--- src/rtl/pq_heap_ctrl_if.sv ---
// Request, result and key-RAM signals of the QuickQ heap sequencer.
// PQ_PEEK_EN adds the min_valid/min_key peek signals.
interface pq_heap_ctrl_if #(
  parameter int KEY_W = 16,
  parameter int DEPTH = 255
);
  localparam int ADDR_W = $clog2(DEPTH + 1);

  logic              enq_valid;
  logic              enq_ready;
  logic [KEY_W-1:0]  enq_key;
  logic              deq_valid;
  logic              deq_ready;
  logic              out_valid;
  logic [KEY_W-1:0]  out_key;
  logic [ADDR_W-1:0] mem_addr_a;
  logic [ADDR_W-1:0] mem_addr_b;
  logic [KEY_W-1:0]  mem_rdata_a;
  logic [KEY_W-1:0]  mem_rdata_b;
  logic              mem_we;
  logic [ADDR_W-1:0] mem_waddr;
  logic [KEY_W-1:0]  mem_wdata;
  logic [ADDR_W-1:0] count;
  logic              empty;
  logic              full;
  logic              busy;
`ifdef PQ_PEEK_EN
  logic              min_valid;
  logic [KEY_W-1:0]  min_key;
`endif

  // requester plus key RAM side
  modport master (
    output enq_valid, enq_key, deq_valid, mem_rdata_a, mem_rdata_b,
    input  enq_ready, deq_ready, out_valid, out_key, mem_addr_a, mem_addr_b,
           mem_we, mem_waddr, mem_wdata, count, empty, full, busy
`ifdef PQ_PEEK_EN
    , input min_valid, min_key
`endif
  );

  // heap sequencer side
  modport slave (
    input  enq_valid, enq_key, deq_valid, mem_rdata_a, mem_rdata_b,
    output enq_ready, deq_ready, out_valid, out_key, mem_addr_a, mem_addr_b,
           mem_we, mem_waddr, mem_wdata, count, empty, full, busy
`ifdef PQ_PEEK_EN
    , output min_valid, min_key
`endif
  );
endinterface

--- src/rtl/pq_heap_ctrl.sv ---
// QuickQ min-heap sequencer: round-robin enq/deq, hole-method sift up/down over a 1-based key RAM.
// Define PQ_PEEK_EN to add the min_valid/min_key peek of the root key.
module pq_heap_ctrl #(
  parameter int KEY_W = 16,
  parameter int DEPTH = 255
) (
  input logic           clk,
  input logic           rst,
  pq_heap_ctrl_if.slave bus
);
  localparam int ADDR_W = $clog2(DEPTH + 1);
  localparam logic [ADDR_W-1:0] FULL_CNT = ADDR_W'(DEPTH);
  localparam logic [ADDR_W-1:0] ONE_A    = ADDR_W'(1);
  localparam logic [ADDR_W:0]   ONE      = (ADDR_W+1)'(1);

  typedef enum logic [2:0] {IDLE, UP_RD, UP_CMP, DQ_RD, DQ_LD, DN_RD, DN_CMP} state_t;
  typedef enum logic {G_DEQ = 1'b0, G_ENQ = 1'b1} grant_t;

  state_t            state, nxt;
  grant_t            last_grant;
  logic [ADDR_W-1:0] count;
  logic [ADDR_W:0]   idx;
  logic [KEY_W-1:0]  hold;

  logic              idle, empty, full, enq_ready, deq_ready, enq_acc, deq_acc;
  logic [ADDR_W:0]   cnt_w, l, r, c;
  logic              r_ok, leaf, pick_r, up_move, dn_move;
  logic [KEY_W-1:0]  ckey;

  logic              mem_we, out_valid;
  logic [ADDR_W-1:0] mem_addr_a, mem_addr_b, mem_waddr;
  logic [KEY_W-1:0]  mem_wdata, out_key;

  assign idle  = (state == IDLE);
  assign empty = (count == '0);
  assign full  = (count == FULL_CNT);

  assign enq_ready = idle && !full  && !(bus.deq_valid && !empty && last_grant == G_ENQ);
  assign deq_ready = idle && !empty && !(bus.enq_valid && !full  && last_grant == G_DEQ);
  assign enq_acc   = bus.enq_valid && enq_ready;
  assign deq_acc   = bus.deq_valid && deq_ready;

  // one extra bit keeps 2*idx+1 from wrapping at the bottom level
  assign cnt_w   = {1'b0, count};
  assign l       = idx << 1;
  assign r       = l + ONE;
  assign r_ok    = (r <= cnt_w);
  assign leaf    = (l > cnt_w);
  assign pick_r  = r_ok && (bus.mem_rdata_b < bus.mem_rdata_a);
  assign c       = pick_r ? r : l;
  assign ckey    = pick_r ? bus.mem_rdata_b : bus.mem_rdata_a;
  assign up_move = (hold < bus.mem_rdata_a);
  assign dn_move = (ckey < hold);

  always_ff @(posedge clk) begin
    if (rst) state <= IDLE;
    else     state <= nxt;
  end

  always_comb begin
    nxt = state;
    case (state)
      IDLE:    if (enq_acc) nxt = UP_RD;
               else if (deq_acc) nxt = DQ_RD;
      UP_RD:   nxt = (idx == ONE) ? IDLE : UP_CMP;
      UP_CMP:  nxt = up_move ? UP_RD : IDLE;
      DQ_RD:   nxt = DQ_LD;
      DQ_LD:   nxt = empty ? IDLE : DN_RD;
      DN_RD:   nxt = leaf ? IDLE : DN_CMP;
      DN_CMP:  nxt = dn_move ? DN_RD : IDLE;
      default: nxt = IDLE;
    endcase
  end

  // RAM reads are issued here and consumed the following cycle
  always_comb begin
    mem_addr_a = '0;
    mem_addr_b = '0;
    mem_we     = 1'b0;
    mem_waddr  = '0;
    mem_wdata  = '0;
    out_valid  = 1'b0;
    out_key    = '0;
    case (state)
      UP_RD: begin
        if (idx == ONE) begin
          mem_we = 1'b1; mem_waddr = ONE_A; mem_wdata = hold;
        end else begin
          mem_addr_a = ADDR_W'(idx >> 1);
        end
      end
      UP_CMP: begin
        mem_we = 1'b1; mem_waddr = ADDR_W'(idx);
        mem_wdata = up_move ? bus.mem_rdata_a : hold;
      end
      DQ_RD: begin
        mem_addr_a = ONE_A; mem_addr_b = count;
      end
      DQ_LD: begin
        out_valid = 1'b1; out_key = bus.mem_rdata_a;
      end
      DN_RD: begin
        if (leaf) begin
          mem_we = 1'b1; mem_waddr = ADDR_W'(idx); mem_wdata = hold;
        end else begin
          mem_addr_a = ADDR_W'(l); mem_addr_b = ADDR_W'(r);
        end
      end
      DN_CMP: begin
        mem_we = 1'b1; mem_waddr = ADDR_W'(idx);
        mem_wdata = dn_move ? ckey : hold;
      end
      default: ;
    endcase
  end

  always_ff @(posedge clk) begin
    if (rst) begin
      count      <= '0;
      idx        <= '0;
      hold       <= '0;
      last_grant <= G_DEQ;
    end else begin
      case (state)
        IDLE: begin
          if (enq_acc) begin
            hold       <= bus.enq_key;
            idx        <= cnt_w + ONE;
            count      <= count + ONE_A;
            last_grant <= G_ENQ;
          end else if (deq_acc) begin
            last_grant <= G_DEQ;
          end
        end
        UP_CMP: if (up_move) idx <= idx >> 1;
        DQ_RD:  count <= count - ONE_A;
        DQ_LD: begin
          hold <= bus.mem_rdata_b;
          idx  <= ONE;
        end
        DN_CMP: if (dn_move) idx <= c;
        default: ;
      endcase
    end
  end

`ifdef PQ_PEEK_EN
  logic             min_valid;
  logic [KEY_W-1:0] min_key;

  always_ff @(posedge clk) begin
    if (rst) begin
      min_valid <= 1'b0;
      min_key   <= '0;
    end else if (mem_we && mem_waddr == ONE_A) begin
      min_valid <= 1'b1;
      min_key   <= mem_wdata;
    end else if (state == DQ_LD && empty) begin
      min_valid <= 1'b0;
    end
  end

  assign bus.min_valid = min_valid;
  assign bus.min_key   = min_key;
`endif

  assign bus.enq_ready  = enq_ready;
  assign bus.deq_ready  = deq_ready;
  assign bus.out_valid  = out_valid;
  assign bus.out_key    = out_key;
  assign bus.mem_addr_a = mem_addr_a;
  assign bus.mem_addr_b = mem_addr_b;
  assign bus.mem_we     = mem_we;
  assign bus.mem_waddr  = mem_waddr;
  assign bus.mem_wdata  = mem_wdata;
  assign bus.count      = count;
  assign bus.empty      = empty;
  assign bus.full       = full;
  assign bus.busy       = !idle;
endmodule

--- src/flat_wrapper.sv ---
// flat-port wrapper written by rule: the top's interface ports become plain ports
module pq_heap_ctrl_flat 
#(
  parameter int KEY_W = 16,
  parameter int DEPTH = 255
)
  (clk, rst, bus_enq_valid, bus_enq_key, bus_deq_valid, bus_mem_rdata_a, bus_mem_rdata_b, bus_enq_ready, bus_deq_ready, bus_out_valid, bus_out_key, bus_mem_addr_a, bus_mem_addr_b, bus_mem_we, bus_mem_waddr, bus_mem_wdata, bus_count, bus_empty, bus_full, bus_busy);
  pq_heap_ctrl_if #(.KEY_W(KEY_W), .DEPTH(DEPTH)) bus_i ();
  input logic clk;
  input logic rst;
  input wire logic [$bits(bus_i.enq_valid)-1:0] bus_enq_valid;
  input wire logic [$bits(bus_i.enq_key)-1:0] bus_enq_key;
  input wire logic [$bits(bus_i.deq_valid)-1:0] bus_deq_valid;
  input wire logic [$bits(bus_i.mem_rdata_a)-1:0] bus_mem_rdata_a;
  input wire logic [$bits(bus_i.mem_rdata_b)-1:0] bus_mem_rdata_b;
  output wire logic [$bits(bus_i.enq_ready)-1:0] bus_enq_ready;
  output wire logic [$bits(bus_i.deq_ready)-1:0] bus_deq_ready;
  output wire logic [$bits(bus_i.out_valid)-1:0] bus_out_valid;
  output wire logic [$bits(bus_i.out_key)-1:0] bus_out_key;
  output wire logic [$bits(bus_i.mem_addr_a)-1:0] bus_mem_addr_a;
  output wire logic [$bits(bus_i.mem_addr_b)-1:0] bus_mem_addr_b;
  output wire logic [$bits(bus_i.mem_we)-1:0] bus_mem_we;
  output wire logic [$bits(bus_i.mem_waddr)-1:0] bus_mem_waddr;
  output wire logic [$bits(bus_i.mem_wdata)-1:0] bus_mem_wdata;
  output wire logic [$bits(bus_i.count)-1:0] bus_count;
  output wire logic [$bits(bus_i.empty)-1:0] bus_empty;
  output wire logic [$bits(bus_i.full)-1:0] bus_full;
  output wire logic [$bits(bus_i.busy)-1:0] bus_busy;
  assign bus_i.enq_valid = bus_enq_valid;
  assign bus_i.enq_key = bus_enq_key;
  assign bus_i.deq_valid = bus_deq_valid;
  assign bus_i.mem_rdata_a = bus_mem_rdata_a;
  assign bus_i.mem_rdata_b = bus_mem_rdata_b;
  assign bus_enq_ready = bus_i.enq_ready;
  assign bus_deq_ready = bus_i.deq_ready;
  assign bus_out_valid = bus_i.out_valid;
  assign bus_out_key = bus_i.out_key;
  assign bus_mem_addr_a = bus_i.mem_addr_a;
  assign bus_mem_addr_b = bus_i.mem_addr_b;
  assign bus_mem_we = bus_i.mem_we;
  assign bus_mem_waddr = bus_i.mem_waddr;
  assign bus_mem_wdata = bus_i.mem_wdata;
  assign bus_count = bus_i.count;
  assign bus_empty = bus_i.empty;
  assign bus_full = bus_i.full;
  assign bus_busy = bus_i.busy;
  pq_heap_ctrl #(.KEY_W(KEY_W), .DEPTH(DEPTH)) u_core (.clk(clk), .rst(rst), .bus(bus_i));
endmodule
--- config.mk ---
export PLATFORM = sky130hd
export DESIGN_NAME = pq_heap_ctrl_flat
export DESIGN_NICKNAME = d
export VERILOG_FILES = /design/src/rtl/pq_heap_ctrl_if.sv /design/src/rtl/pq_heap_ctrl.sv /design/src/flat_wrapper.sv
export SDC_FILE = /design/constraint.sdc
export NUM_CORES = 1
export LEC_CHECK = 0
export CORE_MARGIN = 3
export CORE_UTILIZATION = 45
export CTS_BUF_LIST = sky130_fd_sc_hd__clkbuf_16
export CTS_CLUSTER_DIAMETER = 150
export DETAILED_ROUTE_END_ITERATION = 12
export DONT_BUFFER_PORTS = 1
export PLACE_DENSITY = 0.69
export SLEW_MARGIN = 40
export SYNTH_ARGS = -nofsm -noshare
export SYNTH_HDL_FRONTEND = slang
export SYNTH_SLANG_ARGS = --single-unit
--- constraint.sdc ---
create_clock -name clk -period 4.6 [get_ports clk]
set_input_delay 0.23 -clock clk [delete_from_list [all_inputs] [get_ports clk]]
set_output_delay 0.23 -clock clk [all_outputs]
set_load 0.02 [all_outputs]
==> results_dict.tcl, run 1 <==
set metrics [dict create \
    ys.flop_type "dfxtp_1" \
    drive_above_1_share_pct 22.08 \
    nets 721 \
    p_leak_nw 2.369 \
    drt-pass1-iter-count 5 \
    vias_per_cell 6.007 \
    postSynthCellCount 568 \
    holdCritPathClass "input port to flip-flop" \
    coreArea_um2 9459 \
    clk_pin_slew_ps 60 \
    holdWs_ps 6.193 \
    die-area_um2 11150 \
    r2r.worst_path.cells 19 \
    ys_ff_latch 37 \
    setup_viol 0 \
    drt_iter0_drc 306 \
    avgSynthCellArea_um2 7.860 \
    grt_pass1_vias 4350 \
    port_buffers 0 \
    clock_sink_count 37 \
    synth_seq_area_share_pct 16.59 \
    grt_max_degree 50 \
    hold_viol 0 \
    endpoint "bus_mem_wdata[5]" \
    power_density_nw_per_um2 633.0 \
    die_w_um 105.6 \
    initial_core_util_pct 47.20 \
    grt_usage_pct 24.03 \
    clockBufferDepth 2 \
    rsz0062_at_grt "yes" \
    die_h_um 105.6 \
    relSlewSlack_pct 48.36 \
    antenna_found_initial 0 \
    whs_path_depth 1 \
    synth.distinct_cells 63 \
    synthesis.area_um2 4464 \
    cts_max_level 2 \
    num_rows 35 \
    grt_overflow 0 \
    cts-root-buf "clkbuf_16" \
    place_congestion 0.9911 \
    grt_pass1_wl_um 22170 \
    drv_cap 0 \
    final_max_slew_viol_count 0 \
    startpoint_type "flip-flop" \
    avgRoutedWirePerCell_um 19.35 \
    worst-setup-path-type "flip-flop to output port" \
    timing.rr.start "u_core.bus.count[7]" \
    crit_fanout 6 \
    synth_edf_count 0 \
    pre_cts_ws_ps 8.860 \
    status "finished, final reports clean" \
    place_hpwl_um 10700 \
    vias 4421 \
    reg2reg_to "u_core.idx[0]" \
    syn_nets 683 \
    required_ps 4370 \
    end_kind "output port" \
    post-route-min-period_ps 4564 \
    ys_warn_count 0 \
    drt-total-wl_um 14240 \
    tritoncts "done" \
    worst-r2r-setup-slack_ps 480 \
    peakVddDrop_uv 274.4 \
    clkLatencyLatePin_ps 280 \
    tightest_slew_ps 768.6 \
    numCtsBuffers 5 \
    fin_skew_ps 6.651 \
    ios 123 \
    layout_setup_ws_ps 36.48 \
    async_flop_share_pct 0 \
    max_freq_ghz 0.2191 \
    cp.arrival_ps 4330 \
    critPathLaunch "u_core.bus.count[7]" \
    ant_nets 0 \
    drc_errors 0 \
    post-route-period-util_pct 99.21 \
    area_delta_synth_final_pct 18.44 \
    diodes 0 \
]
## registers in the layout, indices dropped and copies added (netlist names)
register,cells
u_core.bus.count,8
u_core.hold,16
u_core.idx,9
u_core.last_grant,1
u_core.state,3
## how the worst min path moves through the flow
stage,from,slack (ps),to
detailed placement,rst,310,u_core.bus.count[5]
global route,rst,6,u_core.bus.count[7]
floorplan,bus_mem_rdata_b[0],410,u_core.hold[0]
global placement,rst,310,u_core.bus.count[1]
CTS,rst,10,u_core.bus.count[5]
finish,rst,6,u_core.bus.count[5]
## worst max-delay path, stage by stage (launching register included)
cell and delay [ps]:
dfxtp_2 350, inv_4 40, ha_4 270, nand4b_1 130
o211a_1 260, a22o_4 290, o211ai_4 140, buf_6 190
buf_6 130, mux2i_4 220, inv_1 60, ha_1 280
nand4_1 130, a21oi_2 140, nor2_1 70, nor3_2 200
o2111ai_2 190, a31oi_4 240, a221oi_4 60, buf_6 160
buf_6 130, o221ai_2 190, buf_4 180
## report_power, final
part	internal (mW)	switching, mW
clock network	0.197	0.140
registers	0.417	0.115
logic	1.10	1.38
total	1.71	1.64
## final cells by class
class | instances | area, um^2
clock buffer | 5 | 125.1
clock inverter | 3 | 13.76
fill | 848 | 4172
inverter | 62 | 235.2
multi-input combinational | 440 | 3526
sequential | 37 | 749.5
tap | 129 | 161.4
timing repair buffer | 60 | 476.7
## cell usage in the layout (no fill, tap or decap), drive strengths merged, types with 7 or more instances in the layout
master	n
inv	63
o22ai	7
a211oi	24
xnor2	9
nand4	7
a21oi	40
o21ai	14
dfxtp	37
ha	62
nor2b	9
a22o	8
nand3	9
o221ai	15
nor2	70
a21o	11
buf	60
nor3	18
nand2	37
mux2i	40
## what timing repair did
item                                    4_1_cts  5_1_grt
endpoints found under the hold margin         0        0
endpoints found under the setup margin       16       16
gates resized for setup                      18       32
hold buffers                                  0        0
gates cloned                                  1        0
setup buffers                                 8        6
pin swaps                                     3       13
## through the flow
step,power (mW),util [%],TNS (ps),cell area (um^2),instances
after floorplan,2.088,-,0,4464,568
after CTS,3.097,53.86,0,5095,731
after detailed placement,2.611,50.89,0,4813,714
after global routing,3.582,55.90,-905.2,5288,736
after global placement,2.567,50.82,0,4807,714
final,3.347,55.90,0,5288,736
## synth_stat cells (3+ instances only)
master / instances / area share [%]
nor3_1: 17 / 1.9
xnor2_1: 9 / 1.8
o21ai_0: 12 / 1.3
a22o_1: 8 / 1.6
and2_1: 3 / 0.42
a21oi_1: 40 / 4.5
mux2i_1: 40 / 9.0
dfxtp_1: 37 / 17
o31a_1: 3 / 0.59
a31oi_1: 3 / 0.42
clkbuf_1: 15 / 1.3
nand3_1: 9 / 1.0
inv_1: 62 / 5.2
o21bai_1: 3 / 0.50
a211oi_1: 24 / 4.0
buf_1: 3 / 0.25
xor2_1: 5 / 0.98
nand4_1: 7 / 0.98
nor2_1: 69 / 5.8
buf_6: 6 / 1.5
nor2b_1: 9 / 1.3
nand2_1: 37 / 3.1
o221ai_2: 9 / 3.0
ha_1: 62 / 17
o22ai_1: 7 / 0.98
o21a_1: 3 / 0.50
o221ai_1: 6 / 1.2
a21o_1: 11 / 1.8
## logic make-up (layout without fill, tap and decap cells)
| logic type | Yosys count | after routing | share of synthesized area [%] |
|---|---|---|---|
| AO/OA/AOI/OAI | 151 | 151 | 26.23 |
| XOR/XNOR | 14 | 14 | 2.747 |
| adder cells (fa/ha/maj) | 63 | 63 | 17.83 |
| buffers and inverters | 91 | 130 | 9.080 |
| flip-flops | 37 | 37 | 16.59 |
| multiplexers | 40 | 40 | 8.969 |
| AND/OR/NAND/NOR | 172 | 172 | 18.55 |
## per-layer routing
metal  track usage [%]  up-vias  share of wire, %
li1                  -     2126                 -
met1             28.78     2069                41
met2             42.40      207                49
met3             5.879       19               9.0
met4             7.031        0               1.4
met5                 0        -                 0
(Power assumes the default switching activity.)
==> run 2, diff against run 1 <==
--- a/config.mk
+++ b/config.mk
@@ -11,7 +11,6 @@
 export CTS_CLUSTER_DIAMETER = 150
 export DETAILED_ROUTE_END_ITERATION = 12
 export DONT_BUFFER_PORTS = 1
-export PLACE_DENSITY = 0.69
 export SLEW_MARGIN = 40
 export SYNTH_ARGS = -nofsm -noshare
 export SYNTH_HDL_FRONTEND = slang
==> run 2 against run 1 <==
Net effect:
- maximum frequency increased by 0.69%
- power is 9.0% higher
- worst setup slack better by 31 ps
- utilization is 2.6 points higher
- sequential power shrank 0.9%
- register-to-register slack got worse by 110 ps
- critical path type unchanged
==> results_dict.tcl, run 2 (same netlist as run 1, synthesis figures left out) <==
set metrics [dict create \
    die_h_um 105.6 \
    place_congestion 0.9225 \
    ios 123 \
    drt-pass1-iter-count 5 \
    netSwitchingPower_mw 1.771 \
    grt_usage_pct 24.41 \
    path_cells "inv_4 > ha_4 > nand4b_1 > o211a_1 > a22o_4 > o211ai_4 > buf_6 > buf_4 > mux2i_2 > inv_2 > ha_4 > nand4_1 > nor3_2 > o21ai_1 > buf_4 > a31oi_4 > a221oi_4 > buf_6 > o221ai_2 > buf_4" \
    clkLatencyLatePin_ps 290 \
    post-route-period-util_pct 98.52 \
    initial_core_util_pct 47.20 \
    pwr-share-seq_pct 14.5 \
    setup_viol 0 \
    fin_skew_ps 7.312 \
    p_int_mw 1.877 \
    drc_errors 0 \
    tritoncts "done" \
    antenna_found_initial 0 \
    vias 4468 \
    clock_power_share_pct 9.5 \
    cts-root-buf "clkbuf_16" \
    clk_pin_slew_ps 60 \
    final_util_pct 58.48 \
    layout_setup_ws_ps 67.90 \
    p_leak_nw 2.374 \
    vias_per_cell 6.071 \
    status "finished, final reports clean" \
    power_density_nw_per_um2 659.5 \
    path_buf_inv 7 \
    instances_no_fill 736 \
    drt_iter0_drc 325 \
    drv_cap 0 \
    grt_overflow 0 \
    max_freq_ghz 0.2206 \
    holdBufCountCts 0 \
    diodes 0 \
    drive_above_1_share_pct 23.72 \
    coreArea_um2 9459 \
    cp.arrival_ps 4300 \
    ant_nets 0 \
    cts_max_level 2 \
    path_delay_family "compound AO/OA/AOI/OAI gates" \
    required_ps 4370 \
    dp_cells 712 \
    p_comb_share_pct 76.1 \
    final_max_slew_viol_count 0 \
    end_kind "output port" \
    regMostFlops "u_core.hold" \
    port_buffers 0 \
    slowest_stage "dfxtp_2" \
    grt_pass1_vias 4380 \
    clock_sink_count 37 \
    rsz0062_at_grt "yes" \
    crit_fanout 8 \
    startpoint_type "flip-flop" \
    tightest_slew_ps 798.0 \
    die_w_um 105.6 \
    num_rows 35 \
    clockBufferDepth 2 \
    peakVddDrop_uv 264.4 \
    final_common_cell "nor2_1" \
    numCtsBuffers 5 \
    max_stage_delay_ps 350 \
    crit_top_cell "buf_4" \
    grt_max_degree 50 \
    largest_reg_flops 16 \
    reg_top3 "u_core.hold x16, u_core.idx x9, u_core.bus.count x8" \
    switching_share_pct 48.54 \
    worst-setup-path-type "flip-flop to output port" \
    mostFrequentLayoutCells "nor2_1 (67), inv_1 (57), ha_1 (54)" \
    area_delta_synth_final_pct 23.91 \
    hold_viol 0 \
    drt-total-wl_um 14930 \
    post-route-min-period_ps 4532 \
    grt_pass1_wl_um 22330 \
    holdCritPathClass "input port to flip-flop" \
    nets 721 \
    place_hpwl_um 10810 \
    die-area_um2 11150 \
    avgRoutedWirePerCell_um 20.29 \
    pre_cts_ws_ps -21.22 \
    relSlewSlack_pct 46.39 \
]
## run 2: cell counts in the layout (fill, tap and decap cells not counted)
No cell type changed its count.
## run 2: final timing paths
kind,cells after the start,endpoint,startpoint,slack [ps]
worst min register to register,2,u_core.last_grant,u_core.last_grant,470
worst max register to register,21,u_core.idx[0],u_core.bus.count[7],370
worst min-delay path,1,u_core.bus.count[5],rst,6
worst max-delay path,20,bus_mem_wdata[9],u_core.bus.count[7],70
## run 2: what timing repair did
action,CTS,global route
resized for setup,13,70
gates cloned,1,0
endpoints found under the setup margin,16,16
buffers inserted,7,10
pin swaps,1,17
## run 2: power by group through the flow
stage,sequential [mW],combinational [mW],clock (mW)
5_1_grt,0.539,2.98,0.359
2_1_floorplan,0.510,1.58,0
3_5_place_dp,0.519,2.13,0
3_3_place_gp,0.519,2.07,0
6_report,0.527,2.78,0.345
4_1_cts,0.515,2.30,0.346
## run 2: final cells by class
| class | count | area, um^2 |
|---|---|---|
| inverter | 62 | 235.2 |
| clock buffer | 5 | 125.1 |
| sequential | 37 | 747.0 |
| multi-input combinational | 440 | 3729 |
| tap | 129 | 161.4 |
| fill | 845 | 3928 |
| clock inverter | 3 | 13.76 |
| timing repair buffer | 60 | 520.5 |
## run 2: per-layer routing
metal  GRT usage (%)  vias to the layer above  share of wire, %
met5               0                        -                 0
met4           7.493                        0               2.1
met3           6.430                       35               7.4
met2           44.03                      175                51
met1           28.02                     2134                40
li1                -                     2124                 -
## run 2: per-stage QoR
stage	total power, mW	setup TNS (ps)	hold slack (ps)	cell area (um^2)
6_report	3.648	0	5.961	5532
5_1_grt	3.880	-916.5	3.271	5532
4_1_cts	3.166	0	4.339	5104
3_5_place_dp	2.645	-21.22	309.0	4830
3_3_place_gp	2.585	0	308.0	4817
2_1_floorplan	2.088	0	412.6	4464
